**src/rtl/rr_mux_demux_arb_if.sv**
```systemverilog
// Requester/shared-channel bundle for rr_mux_demux_arb.
// The slave modport is the arbiter's view. The master modport is the view of the
// environment that drives the requesters and the shared channel.
interface rr_mux_demux_arb_if #(
  parameter int NUM_REQ = 4,
  parameter int DATA_W  = 8
);
  localparam int SEL_W = $clog2(NUM_REQ);

  // Requester side
  logic [NUM_REQ-1:0]        req_valid;
  logic [NUM_REQ*DATA_W-1:0] req_data;
  logic [NUM_REQ-1:0]        req_ready;

  // Shared downstream channel
  logic                      out_valid;
  logic [DATA_W-1:0]         out_data;
  logic [SEL_W-1:0]          out_sel;
  logic                      out_ready;
  logic                      rsp_valid;
  logic [DATA_W-1:0]         rsp_data;

  // Demuxed response and status
  logic [NUM_REQ-1:0]        rsp_valid_out;
  logic [DATA_W-1:0]         rsp_data_out;
  logic                      busy;
  logic                      timeout_err;

  modport slave (
    input  req_valid, req_data, out_ready, rsp_valid, rsp_data,
    output req_ready, out_valid, out_data, out_sel,
           rsp_valid_out, rsp_data_out, busy, timeout_err
  );

  modport master (
    output req_valid, req_data, out_ready, rsp_valid, rsp_data,
    input  req_ready, out_valid, out_data, out_sel,
           rsp_valid_out, rsp_data_out, busy, timeout_err
  );
endinterface

```
**src/rtl/rr_mux_demux_arb.sv**
```systemverilog
// Round-robin arbiter with an N:1 request mux and a 1:N response demux over a
// single shared channel. Only one transaction is outstanding at a time.
//
// Optional feature: define RR_ARB_TIMEOUT_EN to add a response timeout of
// TIMEOUT_CYC cycles. A timeout raises a one-cycle timeout_err pulse and abandons
// the transaction. Without the macro, WAIT_RSP waits indefinitely and
// timeout_err is constant 0.
//
// Handshake semantics: a request beat transfers on a rising edge where
// out_valid && out_ready, which is also the edge where req_ready[grant] is high.
// out_valid is held, with stable out_data, until that edge. rsp_valid is a
// single-cycle pulse. It is only honoured in WAIT_RSP and is never back-pressured.
module rr_mux_demux_arb #(
  parameter int NUM_REQ     = 4,
  parameter int DATA_W      = 8,
  parameter int TIMEOUT_CYC = 16
) (
  input  logic                 clk,
  input  logic                 rst_n,
  rr_mux_demux_arb_if.slave    bus,
  output logic [1:0]           dbg_state_o
);
  localparam int SEL_W = $clog2(NUM_REQ);

  // Reject unsupported configurations at elaboration time.
  if (!(NUM_REQ == 2 || NUM_REQ == 4 || NUM_REQ == 8) || TIMEOUT_CYC < 2) begin : g_param_check
    $error("rr_mux_demux_arb: NUM_REQ must be 2, 4 or 8 and TIMEOUT_CYC >= 2");
  end

  typedef enum logic [1:0] {
    S_IDLE     = 2'd0,
    S_XFER     = 2'd1,
    S_WAIT_RSP = 2'd2
  } state_e;

  state_e              state_q, state_d;
  logic [SEL_W-1:0]    ptr_q, ptr_d;
  logic [SEL_W-1:0]    grant_q, grant_d;
  logic [NUM_REQ-1:0]  rsp_vo_q, rsp_vo_d;
  logic [DATA_W-1:0]   rsp_data_q, rsp_data_d;
  logic                timeout_q, timeout_d;

  logic                arb_found;
  logic [SEL_W-1:0]    arb_idx;
  logic [SEL_W-1:0]    scan_idx;

`ifdef RR_ARB_TIMEOUT_EN
  localparam int CNT_W = $clog2(TIMEOUT_CYC);
  logic [CNT_W-1:0]    cnt_q, cnt_d;
`endif

  // Round-robin pick: first set req_valid scanning from ptr upward with wrap.
  // The loop runs from the farthest offset down so the nearest hit is kept.
  // NUM_REQ is a power of two, so the SEL_W-bit add wraps modulo NUM_REQ.
  always_comb begin
    arb_found = 1'b0;
    arb_idx   = ptr_q;
    scan_idx  = ptr_q;
    for (int i = NUM_REQ - 1; i >= 0; i--) begin
      scan_idx = ptr_q + SEL_W'(i);
      if (bus.req_valid[scan_idx]) begin
        arb_found = 1'b1;
        arb_idx   = scan_idx;
      end
    end
  end

  // Next-state logic: arbitration, transfer handshake, response capture and timeout.
  always_comb begin
    state_d    = state_q;
    ptr_d      = ptr_q;
    grant_d    = grant_q;
    rsp_vo_d   = '0;
    rsp_data_d = rsp_data_q;
    timeout_d  = 1'b0;
`ifdef RR_ARB_TIMEOUT_EN
    cnt_d      = cnt_q;
`endif
    case (state_q)
      S_IDLE: begin
        if (arb_found) begin
          grant_d = arb_idx;
          state_d = S_XFER;
        end
      end
      S_XFER: begin
        // out_valid is always high in XFER, so out_ready alone completes the beat.
        if (bus.out_ready) begin
          state_d = S_WAIT_RSP;
`ifdef RR_ARB_TIMEOUT_EN
          cnt_d   = '0;
`endif
        end
      end
      S_WAIT_RSP: begin
        if (bus.rsp_valid) begin
          // A response arriving on the timeout cycle still wins.
          rsp_vo_d   = NUM_REQ'(1) << grant_q;
          rsp_data_d = bus.rsp_data;
          ptr_d      = grant_q + SEL_W'(1);
          state_d    = S_IDLE;
        end
`ifdef RR_ARB_TIMEOUT_EN
        else if (cnt_q == CNT_W'(TIMEOUT_CYC - 1)) begin
          timeout_d = 1'b1;
          ptr_d     = grant_q + SEL_W'(1);
          state_d   = S_IDLE;
        end else begin
          cnt_d = cnt_q + CNT_W'(1);
        end
`endif
      end
      default: begin
        state_d = S_IDLE;
      end
    endcase
  end

  // State and datapath registers. An asynchronous reset aborts any transaction.
  always_ff @(posedge clk or negedge rst_n) begin
    if (!rst_n) begin
      state_q    <= S_IDLE;
      ptr_q      <= '0;
      grant_q    <= '0;
      rsp_vo_q   <= '0;
      rsp_data_q <= '0;
      timeout_q  <= 1'b0;
    end else begin
      state_q    <= state_d;
      ptr_q      <= ptr_d;
      grant_q    <= grant_d;
      rsp_vo_q   <= rsp_vo_d;
      rsp_data_q <= rsp_data_d;
      timeout_q  <= timeout_d;
    end
  end

`ifdef RR_ARB_TIMEOUT_EN
  // Response wait counter, cleared on entry to WAIT_RSP.
  always_ff @(posedge clk or negedge rst_n) begin
    if (!rst_n) begin
      cnt_q <= '0;
    end else begin
      cnt_q <= cnt_d;
    end
  end
`endif

  // Output decode: the request mux and req_ready follow the latched grant in XFER only.
  always_comb begin
    bus.out_valid = (state_q == S_XFER);
    bus.out_sel   = grant_q;
    bus.out_data  = '0;
    bus.req_ready = '0;
    if (state_q == S_XFER) begin
      bus.out_data = bus.req_data[grant_q * DATA_W +: DATA_W];
      if (bus.out_ready) begin
        bus.req_ready = NUM_REQ'(1) << grant_q;
      end
    end
    bus.busy          = (state_q != S_IDLE);
    bus.rsp_valid_out = rsp_vo_q;
    bus.rsp_data_out  = rsp_data_q;
`ifdef RR_ARB_TIMEOUT_EN
    bus.timeout_err   = timeout_q;
`else
    bus.timeout_err   = 1'b0;
`endif
    dbg_state_o       = state_q;
  end

`ifndef RR_ARB_TIMEOUT_EN
  // The timeout register is driven to 0 and kept only so both builds share one register block.
  logic unused_timeout;
  assign unused_timeout = timeout_q;
`endif
endmodule

```
**src/flat_wrapper.sv**
```systemverilog
// flat-port wrapper written by rule: the top's interface ports become plain ports
module rr_mux_demux_arb_flat 
#(
  parameter int NUM_REQ     = 4,
  parameter int DATA_W      = 8,
  parameter int TIMEOUT_CYC = 16
)
  (clk, rst_n, dbg_state_o, bus_req_valid, bus_req_data, bus_out_ready, bus_rsp_valid, bus_rsp_data, bus_req_ready, bus_out_valid, bus_out_data, bus_out_sel, bus_rsp_valid_out, bus_rsp_data_out, bus_busy, bus_timeout_err);
  rr_mux_demux_arb_if #(.NUM_REQ(NUM_REQ), .DATA_W(DATA_W)) bus_i ();
  input  logic clk;
  input  logic rst_n;
  output logic [1:0] dbg_state_o;
  input wire logic [$bits(bus_i.req_valid)-1:0] bus_req_valid;
  input wire logic [$bits(bus_i.req_data)-1:0] bus_req_data;
  input wire logic [$bits(bus_i.out_ready)-1:0] bus_out_ready;
  input wire logic [$bits(bus_i.rsp_valid)-1:0] bus_rsp_valid;
  input wire logic [$bits(bus_i.rsp_data)-1:0] bus_rsp_data;
  output wire logic [$bits(bus_i.req_ready)-1:0] bus_req_ready;
  output wire logic [$bits(bus_i.out_valid)-1:0] bus_out_valid;
  output wire logic [$bits(bus_i.out_data)-1:0] bus_out_data;
  output wire logic [$bits(bus_i.out_sel)-1:0] bus_out_sel;
  output wire logic [$bits(bus_i.rsp_valid_out)-1:0] bus_rsp_valid_out;
  output wire logic [$bits(bus_i.rsp_data_out)-1:0] bus_rsp_data_out;
  output wire logic [$bits(bus_i.busy)-1:0] bus_busy;
  output wire logic [$bits(bus_i.timeout_err)-1:0] bus_timeout_err;
  assign bus_i.req_valid = bus_req_valid;
  assign bus_i.req_data = bus_req_data;
  assign bus_i.out_ready = bus_out_ready;
  assign bus_i.rsp_valid = bus_rsp_valid;
  assign bus_i.rsp_data = bus_rsp_data;
  assign bus_req_ready = bus_i.req_ready;
  assign bus_out_valid = bus_i.out_valid;
  assign bus_out_data = bus_i.out_data;
  assign bus_out_sel = bus_i.out_sel;
  assign bus_rsp_valid_out = bus_i.rsp_valid_out;
  assign bus_rsp_data_out = bus_i.rsp_data_out;
  assign bus_busy = bus_i.busy;
  assign bus_timeout_err = bus_i.timeout_err;
  rr_mux_demux_arb #(.NUM_REQ(NUM_REQ), .DATA_W(DATA_W), .TIMEOUT_CYC(TIMEOUT_CYC)) u_core (.clk(clk), .rst_n(rst_n), .bus(bus_i), .dbg_state_o(dbg_state_o));
endmodule
```
**config.mk**
```make
export PLATFORM = sky130hd
export DESIGN_NAME = rr_mux_demux_arb_flat
export DESIGN_NICKNAME = d
export VERILOG_FILES = /design/src/rtl/rr_mux_demux_arb_if.sv /design/src/rtl/rr_mux_demux_arb.sv /design/src/flat_wrapper.sv
export SDC_FILE = /design/constraint.sdc
export NUM_CORES = 1
export LEC_CHECK = 0
export ABC_CLOCK_PERIOD_IN_PS = 2600
export CORE_MARGIN = 2
export CORE_UTILIZATION = 37
export DETAILED_ROUTE_END_ITERATION = 10
export PLACE_DENSITY_LB_ADDON = 0.05
export SYNTH_ARGS = -nofsm -noshare
export SYNTH_HDL_FRONTEND = slang
export SYNTH_SLANG_ARGS = --single-unit
```
**constraint.sdc**
```tcl
create_clock -name clk -period 2.6 [get_ports clk]
set_input_delay 0.52 -clock clk [delete_from_list [all_inputs] [get_ports clk]]
set_output_delay 0.52 -clock clk [all_outputs]
set_load 0.02 [all_outputs]
```
==> results of run 1 <==
[cells in the mapped netlist (2+ instances only)]
master | number | area share [%]
or4_1 | 2 | 1.4
and2_1 | 8 | 4.5
o21ai_0 | 2 | 0.91
inv_1 | 7 | 2.4
nor2_1 | 9 | 3.1
ha_1 | 4 | 4.5
and3_1 | 4 | 2.3
mux4_2 | 8 | 16
a2bb2oi_1 | 2 | 1.6
buf_2 | 2 | 0.91
nor2b_1 | 3 | 1.7
clkbuf_1 | 2 | 0.68
dfrtp_1 | 18 | 41
mux2_2 | 9 | 9.2
a21oi_1 | 2 | 0.91
[cells in the final DEF, fill, tap and decap left out]
| cell type | instances |
|---|---|
| a211oi_1 | 1 |
| a21oi_1 | 2 |
| a22o_1 | 1 |
| a22oi_1 | 1 |
| a2bb2oi_1 | 2 |
| a41o_1 | 1 |
| a41oi_1 | 1 |
| and2_1 | 8 |
| and3_1 | 4 |
| and3b_1 | 1 |
| buf_4 | 3 |
| clkbuf_4 | 3 |
| clkbuf_8 | 1 |
| clkdlybuf4s50_1 | 70 |
| conb_1 | 1 |
| dfrtp_1 | 17 |
| dfrtp_2 | 1 |
| dlygate4sd2_1 | 5 |
| dlymetal6s2s_1 | 2 |
| ha_1 | 4 |
| inv_1 | 7 |
| mux2_2 | 9 |
| mux2i_1 | 1 |
| mux4_2 | 8 |
| nand2_1 | 1 |
| nand3b_1 | 1 |
| nor2_1 | 9 |
| nor2b_1 | 3 |
| nor3_1 | 1 |
| o21ai_0 | 2 |
| or2_2 | 1 |
| or4_1 | 2 |
[stage by stage]
stage	TNS (ns)	worst slack, ns	instances	cell area [µm²]
global placement	0	0.0143	201	1910
detailed placement	-0.0629	-0.0402	201	1910
CTS	0	0.0166	205	1940
floorplan	0	0.560	95	1100
finish	0	0.0369	205	1940
global route	0	0.000473	205	1940
[cell families (layout without fill, tap and decap cells)]
family | after synthesis | in the layout | synth area share, %
AOI/OAI and AO/OA | 11 | 11 | 7.27
adders and majority gates | 4 | 4 | 4.55
buffers and inverters | 12 | 91 | 4.66
DFF | 18 | 18 | 40.9
muxes | 18 | 18 | 26.5
other | 1 | 1 | 0.341
and+or+nand+nor | 31 | 31 | 15.8
[sequential cells by signal (all words and copies together) (netlist names)]
name and cells:
u_core.dbg_state_o 2, u_core.bus.out_sel 2, u_core.bus.rsp_data_out 8, u_core.bus.rsp_valid_out 4, u_core.ptr_q 2
[worst min path at each step]
stage / from / endpoint / cells past startpoint / slack [ns]
finish: u_core.bus.rsp_data_out[0]$_DFFE_PN0P_ / u_core.bus.rsp_data_out[0]$_DFFE_PN0P_ / 1 / 0.51
global route: u_core.bus.rsp_data_out[0]$_DFFE_PN0P_ / u_core.bus.rsp_data_out[0]$_DFFE_PN0P_ / 1 / 0.53
CTS: u_core.bus.rsp_data_out[0]$_DFFE_PN0P_ / u_core.bus.rsp_data_out[0]$_DFFE_PN0P_ / 1 / 0.52
detailed placement: u_core.bus.rsp_data_out[0]$_DFFE_PN0P_ / u_core.bus.rsp_data_out[0]$_DFFE_PN0P_ / 1 / 0.49
global placement: u_core.bus.rsp_data_out[5]$_DFFE_PN0P_ / u_core.bus.rsp_data_out[5]$_DFFE_PN0P_ / 1 / 0.49
floorplan: rst_n / u_core.bus.out_sel[0]$_DFFE_PN0P_ / 0 / 0.22
[routing by layer]
layer,GRT usage (%),vias up,part of all wire [%]
met5,0,-,0
met4,6.98,0,1.7
met3,5.27,6,7.7
met2,34.5,43,51
met1,22.7,495,40
li1,-,505,-
[where the power goes]
part | internal [µW] | leakage, µW | switching (µW)
sequential | 393 | 0.000224 | 116
clock | 85.4 | 0.0000210 | 83.9
combinational | 648 | 0.000624 | 548
total | 1130 | 0.000869 | 748
[layout make-up]
class	count	share of cell area, %
timing repair buffer	80	40.7
multi-input combinational	65	30.8
sequential	18	23.2
tap	31	1.99
clock buffer	4	1.87
inverter	7	1.35
[timing repair]
item	CTS	global route
gates resized for setup	5	3
cloned	0	0
setup endpoints to repair	5	6
hold buffers	0	0
==> impl_metrics.csv, run 1 <==
group,metric,value,unit
power_and_ir_drop,p_per_area,964,mW/mm²
drt,drc,0,
global_route,gr-total-overflow,0,
drt,dr.pass1.iters,4,
yosys,ys_async_sr_fraction,100,%
finish,drive_gt1_share,14.9,%
worst_setup_path,critPathCaptureType,"primary output",
clock_network,numCtsBuffers,3,
global_route,grtUsageTotal,19.6,%
yosys,syn_area_per_cell,11.6,µm²
clock_network,cts-root-buf,"clkbuf_4",
worst_setup_path,required,2.08,ns
worst_setup_path,cp_num_buf_inv,2,
min_path,hp-class,"register to register",
finish,diodes,0,
power_and_ir_drop,leakage,0.000869,µW
finish,area_delta_synth_final,76.6,%
worst_setup_path,path_max_fanout,1,
placed_design,post-dp-hpwl,2.52,mm
yosys,synth_cell_types,28,
sta,hold_ws,0.512,ns
worst_setup_path,cpMostUsedCell,"clkdlybuf4s50_1",
sta,fmax,0.390,GHz
worst_setup_path,worst-path-stages,4,
worst_setup_path,cp_top_family,"buffers and inverters",
worst_setup_path,cpPeakStageDelay,0.53,ns
sta,worst_pin_slew,0.790,ns
drt,wl_per_cell,15.1,µm
worst_setup_path,crit_start,"bus_req_data[28]",
worst_setup_path,arrival,2.04,ns
sta,finalMaxSlewViolations,0,
placed_design,port_buffers,77,
floorplanning,rows,19,
finish,finalNetCount,227,
drt,finalWirelength,3.09,mm
sta,finalCriticalPeriod,2.56,ns
status,status,"finished clean",
worst_setup_path,critPathKind,"primary input to primary output",
floorplanning,fp.dieW,58.6,µm
worst_setup_path,regToRegEndpoint,"u_core.bus.rsp_data_out[2]$_DFFE_PN0P_",
yosys,yosys_warnings,0,
yosys,syn_nets,147,
global_route,grt_max_degree,19,
finish,ff_latch_area,452,µm²
global_route,antenna_found_initial,0,
floorplanning,die_area,0.00343,mm²
clock_network,clkSlewWorstSetupHoldPaths,0.10,ns
finish,utilization,69.9,%
worst_setup_path,reg2reg_slack,1.03,ns
global_route,grt_pass1_vias,1049,
worst_setup_path,cp-start-kind,"primary input",
sta,setup_viol,0,
finish,multi_input_area,599,µm²
sta,final-hold-violation-count,0,
sta,relSlewSlack,47.2,%
clock_network,cts_setup_buffers,0,
drt,routed_via_density,5.12,
worst_setup_path,cp_cell_sequence,"clkdlybuf4s50_1, mux4_2, and2_1, clkdlybuf4s50_1",
floorplanning,core,0.00278,mm²
power_and_ir_drop,ir_drop,766,µV
sta,finClkSkew,0.000836,ns
worst_setup_path,reg2reg_depth,2,
finish,nFillCells,230,
yosys,ys.flop_type,"dfrtp_1",
yosys,synthCells,95,
yosys,synth-edff-count,0,
clock_network,h-tree-depth,1,
sta,fin_crit_sh,98.6,%
global_route,grt_pass1_wl,5.01,mm
worst_setup_path,crit_slowest_cell,"clkdlybuf4s50_1",
sta,rsz0062_at_grt,"no",
clock_network,clock_latency,0.29,ns
worst_setup_path,crit_end,"bus_out_data[4]",
clock_network,cts_tree,"built",
floorplanning,initial_utilization,39.6,%
floorplanning,ios,79,
floorplanning,die-height,58.6,µm
clock_network,cts.sinks,18,
power_and_ir_drop,total_power,1870,µW
run,drv_cap,0,
worst_setup_path,r2r-start,"u_core.dbg_state_o[0]$_DFFE_PN0P_",
clock_network,cts_buffer_depth,2,
drt,num_vias,1049,
yosys,syn_area,0.00110,mm²
drt,postRouteAntennaNets,0,
yosys,yosysSeqAreaShare,40.9,%
yosys,ys_ff_latch,18,
placed_design,routabilityCongestion,0.721,
drt,first_iter_violations,15,
No activity file was read; power rests on OpenSTA's default activity.
==> run 2: changes to the inputs <==
--- a/config.mk
+++ b/config.mk
@@ -6,7 +6,6 @@
 export NUM_CORES = 1
 export LEC_CHECK = 0
 export ABC_CLOCK_PERIOD_IN_PS = 2600
-export CORE_MARGIN = 2
 export CORE_UTILIZATION = 37
 export DETAILED_ROUTE_END_ITERATION = 10
 export PLACE_DENSITY_LB_ADDON = 0.05
==> run 2 against run 1 <==
Compared with the run above:
- die area is 6.7% lower
- clock power hardly changed
- utilization is 0.67 points higher
==> impl_metrics.csv, run 2 (synthesis gave the netlist of run 1 again) <==
group,metric,value,unit
status,status,"finished clean",
worst_setup_path,critPathCaptureType,"primary output",
worst_setup_path,crit_slowest_cell,"clkdlybuf4s50_1",
clock_network,cts.sinks,18,
power_and_ir_drop,ir_drop,869,µV
global_route,grt_pass1_vias,1051,
clock_network,h-tree-depth,1,
global_route,gr-total-overflow,0,
drt,dr.pass1.iters,4,
sta,final-hold-violation-count,0,
power_and_ir_drop,leakage,0.000899,µW
global_route,grt_pass1_wl,5.03,mm
worst_setup_path,path_max_fanout,13,
placed_design,routabilityCongestion,0.704,
drt,num_vias,1046,
finish,area_delta_synth_final,78.3,%
run,drv_cap,0,
clock_network,clkSlewWorstSetupHoldPaths,0.10,ns
floorplanning,die_area,0.00320,mm²
sta,fin_crit_sh,92.8,%
global_route,grtUsageTotal,20.2,%
sta,relSlewSlack,46.0,%
drt,wl_per_cell,15.0,µm
floorplanning,fp.dieW,56.6,µm
finish,nFillCells,221,
finish,multi_input_area,599,µm²
drt,postRouteAntennaNets,0,
placed_design,port_buffers,77,
finish,mostFrequentLayoutCells,"clkdlybuf4s50_1 (69), dfrtp_1 (16), nor2_1 (9), mux2_2 (9)",
clock_network,cts-root-buf,"clkbuf_4",
worst_setup_path,regToRegEndpoint,"u_core.ptr_q[1]$_DFFE_PN0P_",
floorplanning,die-height,56.6,µm
drt,finalWirelength,3.10,mm
finish,largest_reg_flops,8,
finish,ff_latch_area,453,µm²
min_path,hold_path_end,"u_core.bus.rsp_data_out[5]$_DFFE_PN0P_",
sta,fmax,0.414,GHz
finish,final_common_cell,"clkdlybuf4s50_1",
sta,setup_viol,0,
floorplanning,ios,79,
placed_design,dp_cells,202,
clock_network,cts_setup_buffers,0,
floorplanning,core,0.00278,mm²
sta,finalMaxSlewViolations,0,
sta,finalSetupTns,0,ns
finish,finalNetCount,228,
floorplanning,initial_utilization,39.6,%
worst_setup_path,critPathKind,"register to primary output",
global_route,antenna_found_initial,0,
clock_network,clock_latency,0.29,ns
drt,drc,0,
drt,routed_via_density,5.08,
worst_setup_path,cp-start-kind,"register",
worst_setup_path,cpPeakStageDelay,0.61,ns
floorplanning,rows,19,
clock_network,cts_tree,"built",
worst_setup_path,reg2reg_slack,1.16,ns
min_path,hp-class,"register to register",
global_route,grt_max_degree,19,
drt,first_iter_violations,14,
power_and_ir_drop,p_per_area,963,mW/mm²
finish,utilization,70.6,%
placed_design,post-dp-hpwl,2.43,mm
worst_setup_path,reg2reg_depth,3,
worst_setup_path,cp_top_family,"buffers and inverters",
min_path,hp-start,"u_core.bus.rsp_data_out[5]$_DFFE_PN0P_",
worst_setup_path,cp_cell_sequence,"nor2b_1, buf_4, and3_1, clkdlybuf4s50_1",
clock_network,numCtsBuffers,3,
min_path,whs_path_depth,1,
clock_network,cts_buffer_depth,2,
finish,diodes,0,
worst_setup_path,required,2.08,ns
sta,finClkSkew,0.00126,ns
worst_setup_path,r2r-start,"u_core.dbg_state_o[0]$_DFFE_PN0P_",
finish,fin_cells,206,
sta,finalCriticalPeriod,2.41,ns
sta,worst_pin_slew,0.808,ns
worst_setup_path,arrival,1.89,ns
finish,drive_gt1_share,16.0,%
worst_setup_path,cp_num_buf_inv,2,
sta,rsz0062_at_grt,"no",
run 2: per-stage QoR:
| step | cell area, µm² | power (µW) | setup slack, ns | hold slack [ns] |
|---|---|---|---|---|
| floorplan | 1100 | 1180 | 0.560 | 0.224 |
| global placement | 1920 | 1730 | 0.00880 | 0.488 |
| detailed placement | 1920 | 1760 | -0.0182 | 0.492 |
| CTS | 1950 | 1910 | 0.00615 | 0.516 |
| global route | 1960 | 2020 | 0.0212 | 0.523 |
| finish | 1960 | 1890 | 0.186 | 0.515 |
run 2: per-layer routing:
| metal | track usage, % | vias to the layer above | wire length [µm] |
|---|---|---|---|
| met5 | 0 | - | 0 |
| met3 | 5.76 | 2 | 214 |
| met1 | 23.7 | 498 | 1180 |
| met2 | 37.6 | 46 | 1680 |
| met4 | 2.09 | 0 | 15 |
| li1 | - | 500 | - |
run 2: layout make-up:
type,instances,area share [%]
timing repair buffer,81,41.2
multi-input combinational,65,30.5
sequential,18,23.1
tap,31,1.98
clock buffer,4,1.85
inverter,7,1.34
run 2: report_power, final:
group	switching, µW	internal (µW)	leakage, µW
Clock	84.1	85.3	0.0000210
Sequential	120	395	0.000223
Combinational	548	658	0.000656
run 2: timing repair:
item                                   CTS  global route
hold buffers                             0             0
gates resized for setup                  5             6
endpoints found under the hold margin    0             0
setup endpoints to repair                4             8
run 2: worst max path at each step:
| stage | cells after the start | end | from |
|---|---|---|---|
| 2_1_floorplan | 3 | bus_out_data[0] | u_core.bus.out_sel[0]$_DFFE_PN0P_ |
| 3_3_place_gp | 4 | bus_out_data[2] | bus_req_data[26] |
| 3_5_place_dp | 4 | bus_out_data[2] | bus_req_data[26] |
| 4_1_cts | 4 | bus_out_data[1] | bus_req_data[25] |
| 5_1_grt | 4 | bus_req_ready[2] | u_core.dbg_state_o[1]$_DFFE_PN0P_ |
| 6_report | 4 | bus_req_ready[2] | u_core.dbg_state_o[1]$_DFFE_PN0P_ |
==> run 3: changes to the inputs <==
--- a/config.mk
+++ b/config.mk
@@ -7,6 +7,7 @@
 export LEC_CHECK = 0
 export ABC_CLOCK_PERIOD_IN_PS = 2600
 export CORE_UTILIZATION = 37
+export CTS_CLUSTER_DIAMETER = 80
 export DETAILED_ROUTE_END_ITERATION = 10
 export PLACE_DENSITY_LB_ADDON = 0.05
 export SYNTH_ARGS = -nofsm -noshare
==> results of run 3 <==
No change in the layout: final DEF, timing and power equal those of run 2.
